### config.mk
export PLATFORM = sky130hd
export DESIGN_NAME = grf
export DESIGN_NICKNAME = d
export VERILOG_FILES = /design/src/rtl/grf.sv
export SDC_FILE = /design/constraint.sdc
export NUM_CORES = 2
export LEC_CHECK = 0
export BUFFER_PORTS_ARGS = -buffer_cell sky130_fd_sc_hd__buf_4
export CORE_UTILIZATION = 42
export DETAILED_ROUTE_END_ITERATION = 16
export GPL_ROUTABILITY_DRIVEN = 1
export PLACE_DENSITY = 0.62
export SLEW_MARGIN = 0
export SYNTH_ARGS = -nofsm -noshare
export SYNTH_HDL_FRONTEND = slang
export SYNTH_SLANG_ARGS = --single-unit
### constraint.sdc
create_clock -name clk -period 77.3 [get_ports clk]
set_clock_uncertainty 0.05 [all_clocks]
set_input_delay 3.865 -clock clk [delete_from_list [all_inputs] [get_ports clk]]
set_output_delay 3.865 -clock clk [all_outputs]
set_load 0.1 [all_outputs]
### src/rtl/grf.sv
// ----------------------------------------------------------------------------
// grf -- 32 x 32-bit general register file for the write-back / decode stages
//
// Register 0 is hard-wired to zero and is never written. Reads are
// combinational. Writes land on the rising clock edge. Alongside the storage,
// the block records a small write trace for debug:
//   - a wrapping count of effective writes
//   - the PC, register number and data of the most recent effective write
//
// Optional feature (macro GRF_BYPASS_EN):
//   When the macro is defined, a write in progress is forwarded straight to
//   any read port that addresses the same non-zero register. That read port
//   then returns RegWD in the same cycle.
//   When the macro is not defined, reads return only stored contents. During
//   a write cycle this is the pre-write value.
//
// Parameters:
//   CNT_W         width of the effective-write counter
//
// Ports:
//   clk           clock; all state updates on its rising edge
//   reset         asynchronous, active-high; clears storage and trace
//   W_Regwrite    write-back register-write enable
//   W_RegWreg     write-back destination register number
//   RegWD         write-back data
//   in_PC         PC of the instruction in write-back
//   D_rs_addr     decode rs read address
//   D_rt_addr     decode rt read address
//   D_rs_data     rs read data (combinational)
//   D_rt_data     rt read data (combinational)
//   wr_count      effective writes since reset, modulo 2^CNT_W
//   last_wr_pc    PC of the most recent effective write
//   last_wr_reg   register number of the most recent effective write
//   last_wr_data  data of the most recent effective write
// ----------------------------------------------------------------------------
module grf #(
    parameter int CNT_W = 16
) (
    input  logic             clk,
    input  logic             reset,
    input  logic             W_Regwrite,
    input  logic [4:0]       W_RegWreg,
    input  logic [31:0]      RegWD,
    input  logic [31:0]      in_PC,
    input  logic [4:0]       D_rs_addr,
    input  logic [4:0]       D_rt_addr,
    output logic [31:0]      D_rs_data,
    output logic [31:0]      D_rt_data,
    output logic [CNT_W-1:0] wr_count,
    output logic [31:0]      last_wr_pc,
    output logic [4:0]       last_wr_reg,
    output logic [31:0]      last_wr_data
);

    logic [31:0]      regs_q [0:31];
    logic [31:0]      regs_d [0:31];
    logic [CNT_W-1:0] cnt_q,       cnt_d;
    logic [31:0]      lpc_q,       lpc_d;
    logic [4:0]       lreg_q,      lreg_d;
    logic [31:0]      ldata_q,     ldata_d;

    logic             wr_eff;

    // A write to $0 counts as "no write" everywhere: no storage change, no
    // trace update, and no forwarding.
    assign wr_eff = W_Regwrite && (W_RegWreg != 5'd0);

    // Next-state computation for storage and the write trace.
    always_comb begin
        regs_d  = regs_q;
        cnt_d   = cnt_q;
        lpc_d   = lpc_q;
        lreg_d  = lreg_q;
        ldata_d = ldata_q;
        if (wr_eff) begin
            regs_d[W_RegWreg] = RegWD;
            cnt_d             = cnt_q + {{(CNT_W-1){1'b0}}, 1'b1};
            lpc_d             = in_PC;
            lreg_d            = W_RegWreg;
            ldata_d           = RegWD;
        end
    end

    // All state clears asynchronously. This discards any write whose edge
    // coincides with reset. Entry 0 is never written, so it stays 0 after
    // reset.
    always_ff @(posedge clk or posedge reset) begin
        if (reset) begin
            for (int i = 0; i < 32; i++) begin
                regs_q[i] <= 32'd0;
            end
            cnt_q   <= '0;
            lpc_q   <= 32'd0;
            lreg_q  <= 5'd0;
            ldata_q <= 32'd0;
        end else begin
            regs_q  <= regs_d;
            cnt_q   <= cnt_d;
            lpc_q   <= lpc_d;
            lreg_q  <= lreg_d;
            ldata_q <= ldata_d;
        end
    end

    // Read ports.
    // Storage is already zero while reset is high. Forwarding is gated by
    // reset, so both ports read 0 for every address during reset.
    always_comb begin
        D_rs_data = (D_rs_addr == 5'd0) ? 32'd0 : regs_q[D_rs_addr];
        D_rt_data = (D_rt_addr == 5'd0) ? 32'd0 : regs_q[D_rt_addr];
`ifdef GRF_BYPASS_EN
        if (wr_eff && !reset && (D_rs_addr == W_RegWreg)) begin
            D_rs_data = RegWD;
        end
        if (wr_eff && !reset && (D_rt_addr == W_RegWreg)) begin
            D_rt_data = RegWD;
        end
`endif
    end

    assign wr_count     = cnt_q;
    assign last_wr_pc   = lpc_q;
    assign last_wr_reg  = lreg_q;
    assign last_wr_data = ldata_q;

endmodule

==> results.txt <==
Worst-Skew Late Latency: 0.75 ns
CTS tree: built
Critical Path End Type: primary output
Max Fclk: 80.59 MHz
CP arrival: 8.49 ns
R2R cell count: 4
via count: 37.52k
Worst-Margin Slew: 1.348 ns
Overflow after GRT: 0
Hold Vio Cnt, Final: 0
Syn Inst Count: 4053
cell-internal power: 1274 uW
fin. max-slew vios: 0
most flop-heavy register: regs_q
leak pwr: 0.02878 uW
drt pass-1 iters: 5
Logic pwr share: 0.223
syn_area_per_cell: 14.29 um^2
DIE AREA: 139400 um^2
CP startpoint kind: input pin
Final period util: 0.1605
largest area contributor in the netlist: dfrtp_1
r2r setup slk: 75.58 ns
Worst path most repeated cell: buf_4
H-tree depth: 3
final setup fails: 0
Max stage delay on crit path: 1.02 ns
Starting Density: 0.4253
synth unique cells: 54
CP delay by family, top: buffers and inverters
worst min-delay path class: flip-flop to flip-flop
Final #Nets: 4128
worst endpoint required time: 73.39 ns
sequential group share of total power: 0.423
Final Power: 1816 uW
hold endpoint: regs_q[1007]
Ys Warns: 0
Period minus WS final: 12.41 ns
clk root buf: clkbuf_16
# rows: 135
DR WL/cell: 30.89 um
Worst Path Buf+Inv: 4
clock share of power: 0.354
Sw Pwr: 542.0 uW
Max-cap violations: 0
post-CTS resize count: 0
non-filler cells, final: 5936
Total Routing Usage GR: 0.2625
R2R Path End: wr_count[15]
CTS Hold Bufs: 0
DP Cell Count: 5703
hold path cells: 0
crit-path cells: buf_8, buf_4, buf_4, mux2_2, o22ai_1, a221o_1, a22o_1, nor4_1, buf_4
unrepaired setup endpoints after global routing: false
vias in the first global route: 38.14k
drt total wl: 183.4 mm
most frequent cells in the layout: dfrtp_1, mux2_2, mux4_2
top_reg_cell synth: dfrtp_1
Pwr Density: 27.87 nW/um^2
Max IR drop VDD: 0.03676 mV
post-synthesis sequential area ratio: 0.4793
number of synthesized flops with an enable pin: 0
count of input and output buffers: 230
die outline height: 373.3 um
async set-reset flop share out of synthesis: 1.000
Post-CTS Setup Bufs: 0
initial antenna violation count: 5
sw frac: 0.2984
number of buffers created by CTS: 121
post-route antenna net violation count: 0
most common cell after layout, fill and taps aside: dfrtp_1
status: complete, no violations
Critical R2R Launch: wr_count[4]
min-delay src: regs_q[1007]
vias per cell: 6.321
Synthesized Nets: 4136
first-pass GRT wire length: 270.6 mm
drt drc: 0
clk sink count: 1109
DPL Wire Length: 101.5 mm
gpl congestion: 0.8227
Crit Path Category: input pin to primary output
CORE AREA: 136100 um^2
largest cells by area after synthesis: dfrtp_1, mux2_2, mux4_2
cell area after synthesis: 57900 um^2
Die W: 373.3 um
max reg flops: 1024
largest net degree at the start of global routing: 170
CTS max path bufs: 3
share of layout cells above drive strength 1: 0.4865
worst rel slew slack: 0.09325
Slowest cell on crit path: nor4_1
Crit Path Max Fanout: 82
I/O Pins: 231
#FFs+latches synth: 1109
post-synth top area share: 0.4793
Area Growth Syn to Fin: 12.56%
Worst-path clk slew: 0.06 ns
Sum Neg Setup Slack: 0 ns
initial DRC count: 3243
## power by group through the flow
stage               clock network, uW  registers (uW)  logic, uW
finish                            642             768        406
global route                      677             781        430
CTS                               653             765        408
detailed placement                  0             775        407
global placement                    0             771        400
floorplan                           0             789        293
## layer usage
| layer | wire [um] | part of all wire | GRT usage |
|---|---|---|---|
| met5 | 60 | 0.00033 | 0 |
| met4 | 6587 | 0.036 | 0.09581 |
| met3 | 13390 | 0.073 | 0.05220 |
| met2 | 85730 | 0.47 | 0.4133 |
| met1 | 77610 | 0.42 | 0.3603 |
## how the worst max path moves through the flow
stage | start | depth (start not counted) | end | slack [ns]
CTS | D_rt_addr[2] | 9 | D_rt_data[30] | 64.90
global route | D_rt_addr[2] | 9 | D_rt_data[30] | 64.88
floorplan | reset | 1 | last_wr_data[0] | 42.16
finish | D_rt_addr[2] | 9 | D_rt_data[30] | 64.89
detailed placement | D_rt_addr[2] | 9 | D_rt_data[30] | 64.93
global placement | D_rt_addr[2] | 9 | D_rt_data[30] | 64.96
## synth_stat cells, types with 10 or more instances
library cell,number
nor3_1,25
nor2b_1,77
mux4_2,376
nor4_1,33
a211oi_1,111
buf_1,43
nand2_1,236
o221ai_1,27
mux2i_1,235
dfrtp_1,1109
a2111oi_1,18
xnor2_1,12
clkbuf_1,234
a22o_1,91
mux2_2,1063
buf_6,14
nor2_1,22
a221o_1,32
o22ai_1,58
buf_2,120
buf_4,32
a2111oi_0,10
## cell type report
cell class	instances	area (um^2)
Antenna cell	1	2.502
Timing Repair Buffer	318	2482
Inverter	3	20.02
Fill cell	11887	70970
Clock buffer	179	3618
Sequential cell	1109	27750
Clock inverter	53	839.6
Tap cell	1781	2228
Multi-Input combinational cell	2492	28230
## per-stage QoR
stage	worst slack, ns	util	hold WS, ns	cell area, um^2
after floorplan	42.16	-	0.3913	57900
after global placement	64.96	0.4460	0.3323	60720
after detailed placement	64.93	0.4460	0.3367	60720
after CTS	64.90	0.4787	0.3512	65170
after global routing	64.88	0.4787	0.3587	65170
final	64.89	0.4787	0.3492	65180
## cell families after synthesis
family | after synthesis | synth area share
XOR/XNOR | 15 | 0.002269
flip-flops | 1109 | 0.4793
multiplexers | 1675 | 0.3938
adder cells (fa/ha/maj) | 1 | 0.0002160
AND/OR/NAND/NOR | 430 | 0.03548
buffers and inverters | 452 | 0.03712
AO/OA/AOI/OAI | 371 | 0.05186
Power figures use the tool's default switching activity.
